File: src/rtl/multi_transfer_seq_pkg.sv
// Shared definitions for the Thumb-16 multiple-register transfer sequencer:
// opcode match constants, FSM state encoding, transfer kinds and fixed register indices.
package multi_transfer_seq_pkg;

    // Opcode match patterns on the top bits of the 16-bit instruction
    localparam logic [4:0] OP_STM  = 5'b11000;    // instr16[15:11]
    localparam logic [4:0] OP_LDM  = 5'b11001;    // instr16[15:11]
    localparam logic [6:0] OP_PUSH = 7'b1011010;  // instr16[15:9]
    localparam logic [6:0] OP_POP  = 7'b1011110;  // instr16[15:9]

    localparam int SP_IDX = 13;
    localparam int LR_IDX = 14;
    localparam int PC_IDX = 15;

    typedef enum logic [1:0] {
        ST_IDLE  = 2'd0,
        ST_SETUP = 2'd1,
        ST_XFER  = 2'd2,
        ST_WB    = 2'd3
    } state_t;

    typedef enum logic [1:0] {
        K_STM  = 2'd0,
        K_LDM  = 2'd1,
        K_PUSH = 2'd2,
        K_POP  = 2'd3
    } kind_t;

endpackage

File: src/rtl/multi_transfer_seq_if.sv
// Data-memory transfer channel between the sequencer (master) and memory (slave).
// A transfer completes in any cycle where xfer_valid and xfer_ready are both high.
interface multi_transfer_seq_if #(
    parameter int ADDR_W = 32,
    parameter int IDX_W  = 4
);
    logic              xfer_valid;
    logic              xfer_ready;
    logic [ADDR_W-1:0] xfer_addr;
    logic [IDX_W-1:0]  xfer_idx;
    logic              xfer_load;

    modport master (
        output xfer_valid,
        output xfer_addr,
        output xfer_idx,
        output xfer_load,
        input  xfer_ready
    );

    modport slave (
        input  xfer_valid,
        input  xfer_addr,
        input  xfer_idx,
        input  xfer_load,
        output xfer_ready
    );
endinterface

File: src/rtl/multi_transfer_seq_reglist_prio_enc.sv
// Lowest-set-bit encoder over a 16-bit register list: index, one-hot of that bit
// (used as the clear mask once the transfer is accepted) and an any-set flag.
module reglist_prio_enc (
    input  logic [15:0] list,
    output logic [3:0]  idx,
    output logic [15:0] onehot,
    output logic        any
);

    // NOTE: every variable written in always_comb gets a default first, so no path
    // leaves it unassigned and no latch is inferred.
    always_comb begin
        idx = '0;
        for (int i = 15; i >= 0; i--) begin
            if (list[i]) idx = 4'(i);
        end
    end

    // Two's-complement trick isolates the lowest set bit
    assign onehot = list & (~list + 16'd1);
    assign any    = |list;

endmodule

File: src/rtl/multi_transfer_seq.sv
// Thumb-16 STMIA/LDMIA/PUSH/POP sequencer: walks the register list issuing one memory
// transfer per accepted handshake, then performs base/SP writeback; stalls decode throughout.
module multi_transfer_seq
    import multi_transfer_seq_pkg::*;
#(
    parameter int ADDR_W = 32,
    parameter int IDX_W  = 4
) (
    input  logic                 clk,
    input  logic                 rst_n,
    input  logic                 start,
    input  logic [15:0]          instr16,
    input  logic [ADDR_W-1:0]    rn_value,
    input  logic [ADDR_W-1:0]    sp_value,
    multi_transfer_seq_if.master bus,
    output logic                 wb_en,
    output logic [IDX_W-1:0]     wb_idx,
    output logic [ADDR_W-1:0]    wb_value,
    output logic                 pc_load,
    output logic                 pipe_stall,
    output logic                 done
);

    state_t            state, state_nxt;
    kind_t             kind;
    logic [15:0]       list;
    logic [2:0]        rn_idx;
    logic [ADDR_W-1:0] base;
    logic [ADDR_W-1:0] cur_addr;
    logic [ADDR_W-1:0] end_val;
    logic [4:0]        xfer_cnt;
    logic              wb_skip;
    logic              pc_bit;

    // Instruction decode, only consumed in IDLE
    logic        dec_ok;
    kind_t       dec_kind;
    logic [15:0] dec_list;

    always_comb begin
        dec_ok   = 1'b1;
        dec_kind = K_STM;
        dec_list = {8'b0, instr16[7:0]};
        if (instr16[15:11] == OP_STM) begin
            dec_kind = K_STM;
        end else if (instr16[15:11] == OP_LDM) begin
            dec_kind = K_LDM;
        end else if (instr16[15:9] == OP_PUSH) begin
            dec_kind         = K_PUSH;
            dec_list[LR_IDX] = instr16[8];
        end else if (instr16[15:9] == OP_POP) begin
            dec_kind         = K_POP;
            dec_list[PC_IDX] = instr16[8];
        end else begin
            dec_ok = 1'b0;
        end
    end

    // Register count and the 4*n byte span, evaluated in SETUP
    logic [4:0]        pop_cnt;
    logic [ADDR_W-1:0] span;

    always_comb begin
        pop_cnt = '0;
        for (int i = 0; i < 16; i++) begin
            pop_cnt = pop_cnt + 5'(list[i]);
        end
    end

    assign span = ADDR_W'({pop_cnt, 2'b00});

    logic [3:0]  enc_idx;
    logic [15:0] enc_onehot;
    logic        enc_any;

    reglist_prio_enc u_prio_enc (
        .list   (list),
        .idx    (enc_idx),
        .onehot (enc_onehot),
        .any    (enc_any)
    );

    logic [15:0] list_after;
    logic        is_load;
    logic        is_stack;

    assign list_after = list & ~enc_onehot;
    assign is_load    = (kind == K_LDM) || (kind == K_POP);
    assign is_stack   = (kind == K_PUSH) || (kind == K_POP);

    // NOTE: sequential state is written with non-blocking assignments so every
    // register samples pre-edge values, independent of statement order.
    always_ff @(posedge clk or negedge rst_n) begin
        if (!rst_n) state <= ST_IDLE;
        else        state <= state_nxt;
    end

    logic              xfer_valid_c;
    logic [ADDR_W-1:0] xfer_addr_c;
    logic [IDX_W-1:0]  xfer_idx_c;
    logic              xfer_load_c;

    always_comb begin
        state_nxt    = state;
        xfer_valid_c = 1'b0;
        xfer_addr_c  = '0;
        xfer_idx_c   = '0;
        xfer_load_c  = 1'b0;
        wb_en        = 1'b0;
        wb_idx       = '0;
        wb_value     = '0;
        pc_load      = 1'b0;
        done         = 1'b0;
        unique case (state)
            ST_IDLE: begin
                if (start && dec_ok) state_nxt = ST_SETUP;
            end
            ST_SETUP: begin
                state_nxt = enc_any ? ST_XFER : ST_WB;
            end
            ST_XFER: begin
                xfer_valid_c = 1'b1;
                xfer_addr_c  = cur_addr;
                xfer_idx_c   = IDX_W'(enc_idx);
                xfer_load_c  = is_load;
                if (bus.xfer_ready && (list_after == 16'd0)) state_nxt = ST_WB;
            end
            ST_WB: begin
                done      = 1'b1;
                wb_en     = !wb_skip && (xfer_cnt != 5'd0);
                wb_idx    = is_stack ? IDX_W'(SP_IDX) : IDX_W'(rn_idx);
                wb_value  = end_val;
                pc_load   = (kind == K_POP) && pc_bit;
                state_nxt = ST_IDLE;
            end
            default: state_nxt = ST_IDLE;
        endcase
    end

    // Reset is gated in so every output reads 0 while rst_n is held low
    assign pipe_stall = rst_n && ((state != ST_IDLE) || start);

    assign bus.xfer_valid = xfer_valid_c;
    assign bus.xfer_addr  = xfer_addr_c;
    assign bus.xfer_idx   = xfer_idx_c;
    assign bus.xfer_load  = xfer_load_c;

    always_ff @(posedge clk or negedge rst_n) begin
        if (!rst_n) begin
            kind     <= K_STM;
            list     <= '0;
            rn_idx   <= '0;
            base     <= '0;
            cur_addr <= '0;
            end_val  <= '0;
            xfer_cnt <= '0;
            wb_skip  <= 1'b0;
            pc_bit   <= 1'b0;
        end else begin
            unique case (state)
                ST_IDLE: begin
                    if (start && dec_ok) begin
                        kind   <= dec_kind;
                        list   <= dec_list;
                        rn_idx <= instr16[10:8];
                        base   <= ((dec_kind == K_PUSH) || (dec_kind == K_POP)) ? sp_value : rn_value;
                    end
                end
                ST_SETUP: begin
                    xfer_cnt <= pop_cnt;
                    wb_skip  <= (kind == K_LDM) && list[rn_idx];
                    pc_bit   <= list[PC_IDX];
                    // PUSH is a full-descending store: start low, end at the new SP
                    if (kind == K_PUSH) begin
                        cur_addr <= base - span;
                        end_val  <= base - span;
                    end else begin
                        cur_addr <= base;
                        end_val  <= base + span;
                    end
                end
                ST_XFER: begin
                    if (bus.xfer_ready) begin
                        list     <= list_after;
                        cur_addr <= cur_addr + ADDR_W'(4);
                    end
                end
                default: ;
            endcase
        end
    end

endmodule

File: src/flat_wrapper.sv
// flat-port wrapper written by rule: the top's interface ports become plain ports
module multi_transfer_seq_flat import multi_transfer_seq_pkg::*;
#(
    parameter int ADDR_W = 32,
    parameter int IDX_W  = 4
)
  (clk, rst_n, start, instr16, rn_value, sp_value, wb_en, wb_idx, wb_value, pc_load, pipe_stall, done, bus_xfer_valid, bus_xfer_addr, bus_xfer_idx, bus_xfer_load, bus_xfer_ready);
  multi_transfer_seq_if #(.ADDR_W(ADDR_W), .IDX_W(IDX_W)) bus_i ();
  input  logic clk;
  input  logic rst_n;
  input  logic start;
  input  logic [15:0] instr16;
  input  logic [ADDR_W-1:0] rn_value;
  input  logic [ADDR_W-1:0] sp_value;
  output logic wb_en;
  output logic [IDX_W-1:0] wb_idx;
  output logic [ADDR_W-1:0] wb_value;
  output logic pc_load;
  output logic pipe_stall;
  output logic done;
  output wire logic [$bits(bus_i.xfer_valid)-1:0] bus_xfer_valid;
  output wire logic [$bits(bus_i.xfer_addr)-1:0] bus_xfer_addr;
  output wire logic [$bits(bus_i.xfer_idx)-1:0] bus_xfer_idx;
  output wire logic [$bits(bus_i.xfer_load)-1:0] bus_xfer_load;
  input wire logic [$bits(bus_i.xfer_ready)-1:0] bus_xfer_ready;
  assign bus_xfer_valid = bus_i.xfer_valid;
  assign bus_xfer_addr = bus_i.xfer_addr;
  assign bus_xfer_idx = bus_i.xfer_idx;
  assign bus_xfer_load = bus_i.xfer_load;
  assign bus_i.xfer_ready = bus_xfer_ready;
  multi_transfer_seq #(.ADDR_W(ADDR_W), .IDX_W(IDX_W)) u_core (.clk(clk), .rst_n(rst_n), .start(start), .instr16(instr16), .rn_value(rn_value), .sp_value(sp_value), .bus(bus_i), .wb_en(wb_en), .wb_idx(wb_idx), .wb_value(wb_value), .pc_load(pc_load), .pipe_stall(pipe_stall), .done(done));
endmodule
File: config.mk
export PLATFORM = sky130hd
export DESIGN_NAME = multi_transfer_seq_flat
export DESIGN_NICKNAME = d
export VERILOG_FILES = /design/src/rtl/multi_transfer_seq_pkg.sv /design/src/rtl/multi_transfer_seq_if.sv /design/src/rtl/multi_transfer_seq_reglist_prio_enc.sv /design/src/rtl/multi_transfer_seq.sv /design/src/flat_wrapper.sv
export SDC_FILE = /design/constraint.sdc
export NUM_CORES = 1
export LEC_CHECK = 0
export CAP_MARGIN = 5
export CORE_UTILIZATION = 54
export DETAILED_ROUTE_END_ITERATION = 8
export PLACE_DENSITY = 0.82
export SLEW_MARGIN = 20
export SYNTH_ARGS = -nofsm -noshare
export SYNTH_HDL_FRONTEND = slang
export SYNTH_SLANG_ARGS = --single-unit
File: constraint.sdc
create_clock -name clk -period 6.3 [get_ports clk]
set_input_delay 1.26 -clock clk [delete_from_list [all_inputs] [get_ports clk]]
set_output_delay 1.26 -clock clk [all_outputs]
set_load 0.02 [all_outputs]
==> metrics.md <==
| Metric | Value |
|---|---|
| Status | complete, no violations |
| Fin. max-slew vios | 0 |
| Fmax | around 160 MHz |
| Most used cell, CP | fa_1 |
| DRC | 0 |
| Final Non-Filler Cells | about 1.4k |
| Post-DP HPWL | 17.9 mm |
| Worst Skew | roughly 11 ps |
| Worst hold stages | 2 |
| Main synth FF type | dfrtp_1 |
| Site Rows | 46 |
| Antenna diodes | 0 |
| Antenna-violating nets left | 0 |
| Slowest cell on crit path | nor4_1 |
| Root Buffer Master | clkbuf_16 |
| CP arrival | ~6400 ps |
| Share of cells above drive strength 1 | 0.0987 |
| First-pass GRT wire length | 40.4 mm |
| Peak supply drop | approximately 380 uV |
| Maximum clock path buffer count | 2 |
| Num CTS Buffers | 17 |
| Post-CTS Hold Buffers | 0 |
| CTS Sinks | around 130 |
| Worst hold slack | approximately 480 ps |
| Nets | around 1.3k |
| IO Pins | about 160 |
| Place WS | 104 ps |
| Initial Util | 0.556 |
| CTS tree | built |
| H-tree depth | 4 |
| FF-to-FF path depth | 20 |
| Lkg Pwr | between 4 and 5 nW |
| Cell-by-cell trace of the critical path | inv_1 > ha_1 > inv_1 > fa_1 > inv_1 > fa_1 > fa_1 > inv_1 > fa_1 > fa_1 > fa_1 > xnor2_2 > ha_1 > nand2b_1 > a221oi_1 > buf_4 > nor4_1 > a21oi_1 > xnor2_1 > mux2_2 |
| GP Congestion | 0.916 |
| Initial antenna violation count | 0 |
| Largest net degree at the start of global routing | between 70 and 80 |
| PD cells | 576 nW/um^2 |
| Total die area | roughly 17000 um^2 |
| Via density | 6.04 |
| Final period utilization | 0.972 |
| Placement Cell Area | approximately 11000 um^2 |
| Post-Syn Instances | around 1.0k |
| Max Cap Viol | 0 |
| Worst hold path class | flop to flop |
| Die Height | 130 um |
| Design area | between 10000 and 15000 um^2 |
| Post-Route WL | between 20 and 30 mm |
| Synthesized flop and latch total | 126 |
| WL/cell | 18.5 um |
| I/O Buffers | roughly 160 |
| 1st-iter DRT viols | 890 |
| Vias | around 8.2k |
| Setup crit end kind | flop |
| Netlist Area Pre-Place | between 8000 and 9000 um^2 |
| Slowest stage delay, CP | ~570 ps |
| Setup TNS | 0 ps |
| CP bufs+invs | 5 |
| Crit path max fanout | 9 |
| Worst slew pin tran | slightly below 800 ps |
| Minimum clock period | 6120 ps |
| Placed Cells incl. Taps | between 1k and 1.5k |
| Crit Path Class | flop to flop |
| Clock Pin Slew Worst Setup and Hold Paths | 60 ps |
| Post-Syn Nets | about 1.1k |
| Syn. warnings | 0 |
| Pwr Total | ~6.5 mW |
| Post-synth cell types | 82 |
| Post-layout util | 0.706 |
| Die W | 130 um |
| Seq/Total Area, Yosys | 0.356 |
| PnR worst setup slack | approximately 180 ps |
| 1st-pass router iterations | 6 |
| Core area | around 16000 um^2 |
| Post-synth ARST share | 1.00 |
| Reg2reg setup slack | roughly 180 ps |
| P&R area growth vs syn | 27.1% |
| Worst-Skew Late Latency | roughly 430 ps |
| Crit. path cell count | 20 |
| Number of global-route vias before repair | roughly 7.7k |
| Gr usage total | 0.312 |
| Number of enable flip-flop cells after synthesis | 0 |
| Global route overflow | 0 |
| Max-slew headroom | 0.476 |
| Startpoint types | flop |
| CP Data Required Time | between 6000 and 7000 ps |
| Synthesized area per cell | 8.85 um^2 |
| Largest delay contributor family on the critical path | adder cells |
| Fin. Hold Viols | 0 |
| Setup-failing EPs final | 0 |
## synthesized netlist by cell type, types with 22 or more instances
cell      number  area, um^2
a21oi_1       62         310
and2_1        72         450
clkbuf_1      59         221
dfrtp_1      126        3150
ha_1          25         313
inv_1         54         203
mux2_2        32         360
mux2i_1       34         340
nand2_1       89         334
nand3_1       23         115
nor2_1        57         214
nor3_1        29         145
o21ai_0       22         110
o21ai_1       40         200
xnor2_1       33         289
## flip-flops by register name, indices dropped and copies added (netlist names)
| name | count |
|---|---|
| u_core.end_val | 32 |
| u_core.rn_idx | 3 |
| u_core.kind | 2 |
| u_core.xfer_cnt | 5 |
| u_core.base | 32 |
| u_core.list | 16 |
| u_core.pc_bit | 1 |
| u_core.state | 2 |
| u_core.cur_addr | 32 |
| u_core.wb_skip | 1 |
## cell usage in the layout, fill, tap and decap left out, types with 10 or more instances in the layout
cell type        netlist  routed
nand2_1               89      89
xnor2_1               33      32
clkdlybuf4s50_1        0     160
mux2_2                32      32
and4_1                11      11
buf_4                  0      17
a221oi_1              11      11
o21ai_1               40      39
and2_1                72      72
dfrtp_1              126     124
clkbuf_16              0      17
o22ai_1               10      10
o21ai_0               22      22
nand3_1               23      23
xor2_1                17      17
a21oi_1               62      61
inv_1                 54      54
ha_1                  25      23
mux2i_1               34      34
nor3_1                29      29
nand4_1               21      21
and3_1                13      12
fa_1                  12      12
nor2_1                57      57
## tightest hold or removal path: stages (launching register included)
cell,delay (ps)
dfrtp_1,340
nand2_1,50
o21ai_0,60
## worst paths after layout
kind	start	endpoint
max in group asynchronous	rst_n	u_core.cur_addr[28]
worst min register to register	u_core.end_val[2]	u_core.end_val[2]
worst max-delay path	u_core.list[1]	u_core.end_val[12]
min in group asynchronous	rst_n	u_core.cur_addr[1]
worst min-delay path	u_core.end_val[2]	u_core.end_val[2]
worst max register to register	u_core.list[1]	u_core.end_val[12]
## logic make-up after synthesis
group                    synth area share
AO/OA/AOI/OAI                       0.175
XOR/XNOR                           0.0494
adder cells (fa/ha/maj)            0.0624
buffers and inverters              0.0538
flip-flops                          0.356
multiplexers                       0.0876
AND/OR/NAND/NOR                     0.216
## area by class of cell
class | instances | area, um^2
Multi-Input combinational cell | 753 | 5270
Fill cell | 1229 | 4680
Sequential cell | 126 | 3160
Timing Repair Buffer | 178 | 1760
Clock buffer | 22 | 484
Tap cell | 216 | 270
Inverter | 56 | 211
Clock inverter | 10 | 111
## report_power, final
| group | internal, mW | total, mW | switching (mW) |
|---|---|---|---|
| Sequential | 1.15 | 1.62 | 0.470 |
| Combinational | 1.64 | 3.87 | 2.23 |
| Clock | 0.622 | 0.994 | 0.372 |
| Total | 3.41 | 6.49 | 3.07 |
## routing by layer
| layer | GRT usage | vias to the layer above | part of all wire |
|---|---|---|---|
| met3 | 0.0631 | 49 | 0.077 |
| li1 | - | 3827 | - |
| met5 | 0 | - | 0 |
| met1 | 0.447 | 3928 | 0.45 |
| met4 | 0.0964 | 0 | 0.022 |
| met2 | 0.475 | 420 | 0.45 |
## timing repair
item | CTS | global route
buffers inserted | 0 | 0
resized for setup | 0 | 9
setup endpoints to repair | 0 | 32
(Power assumes the default switching activity.)
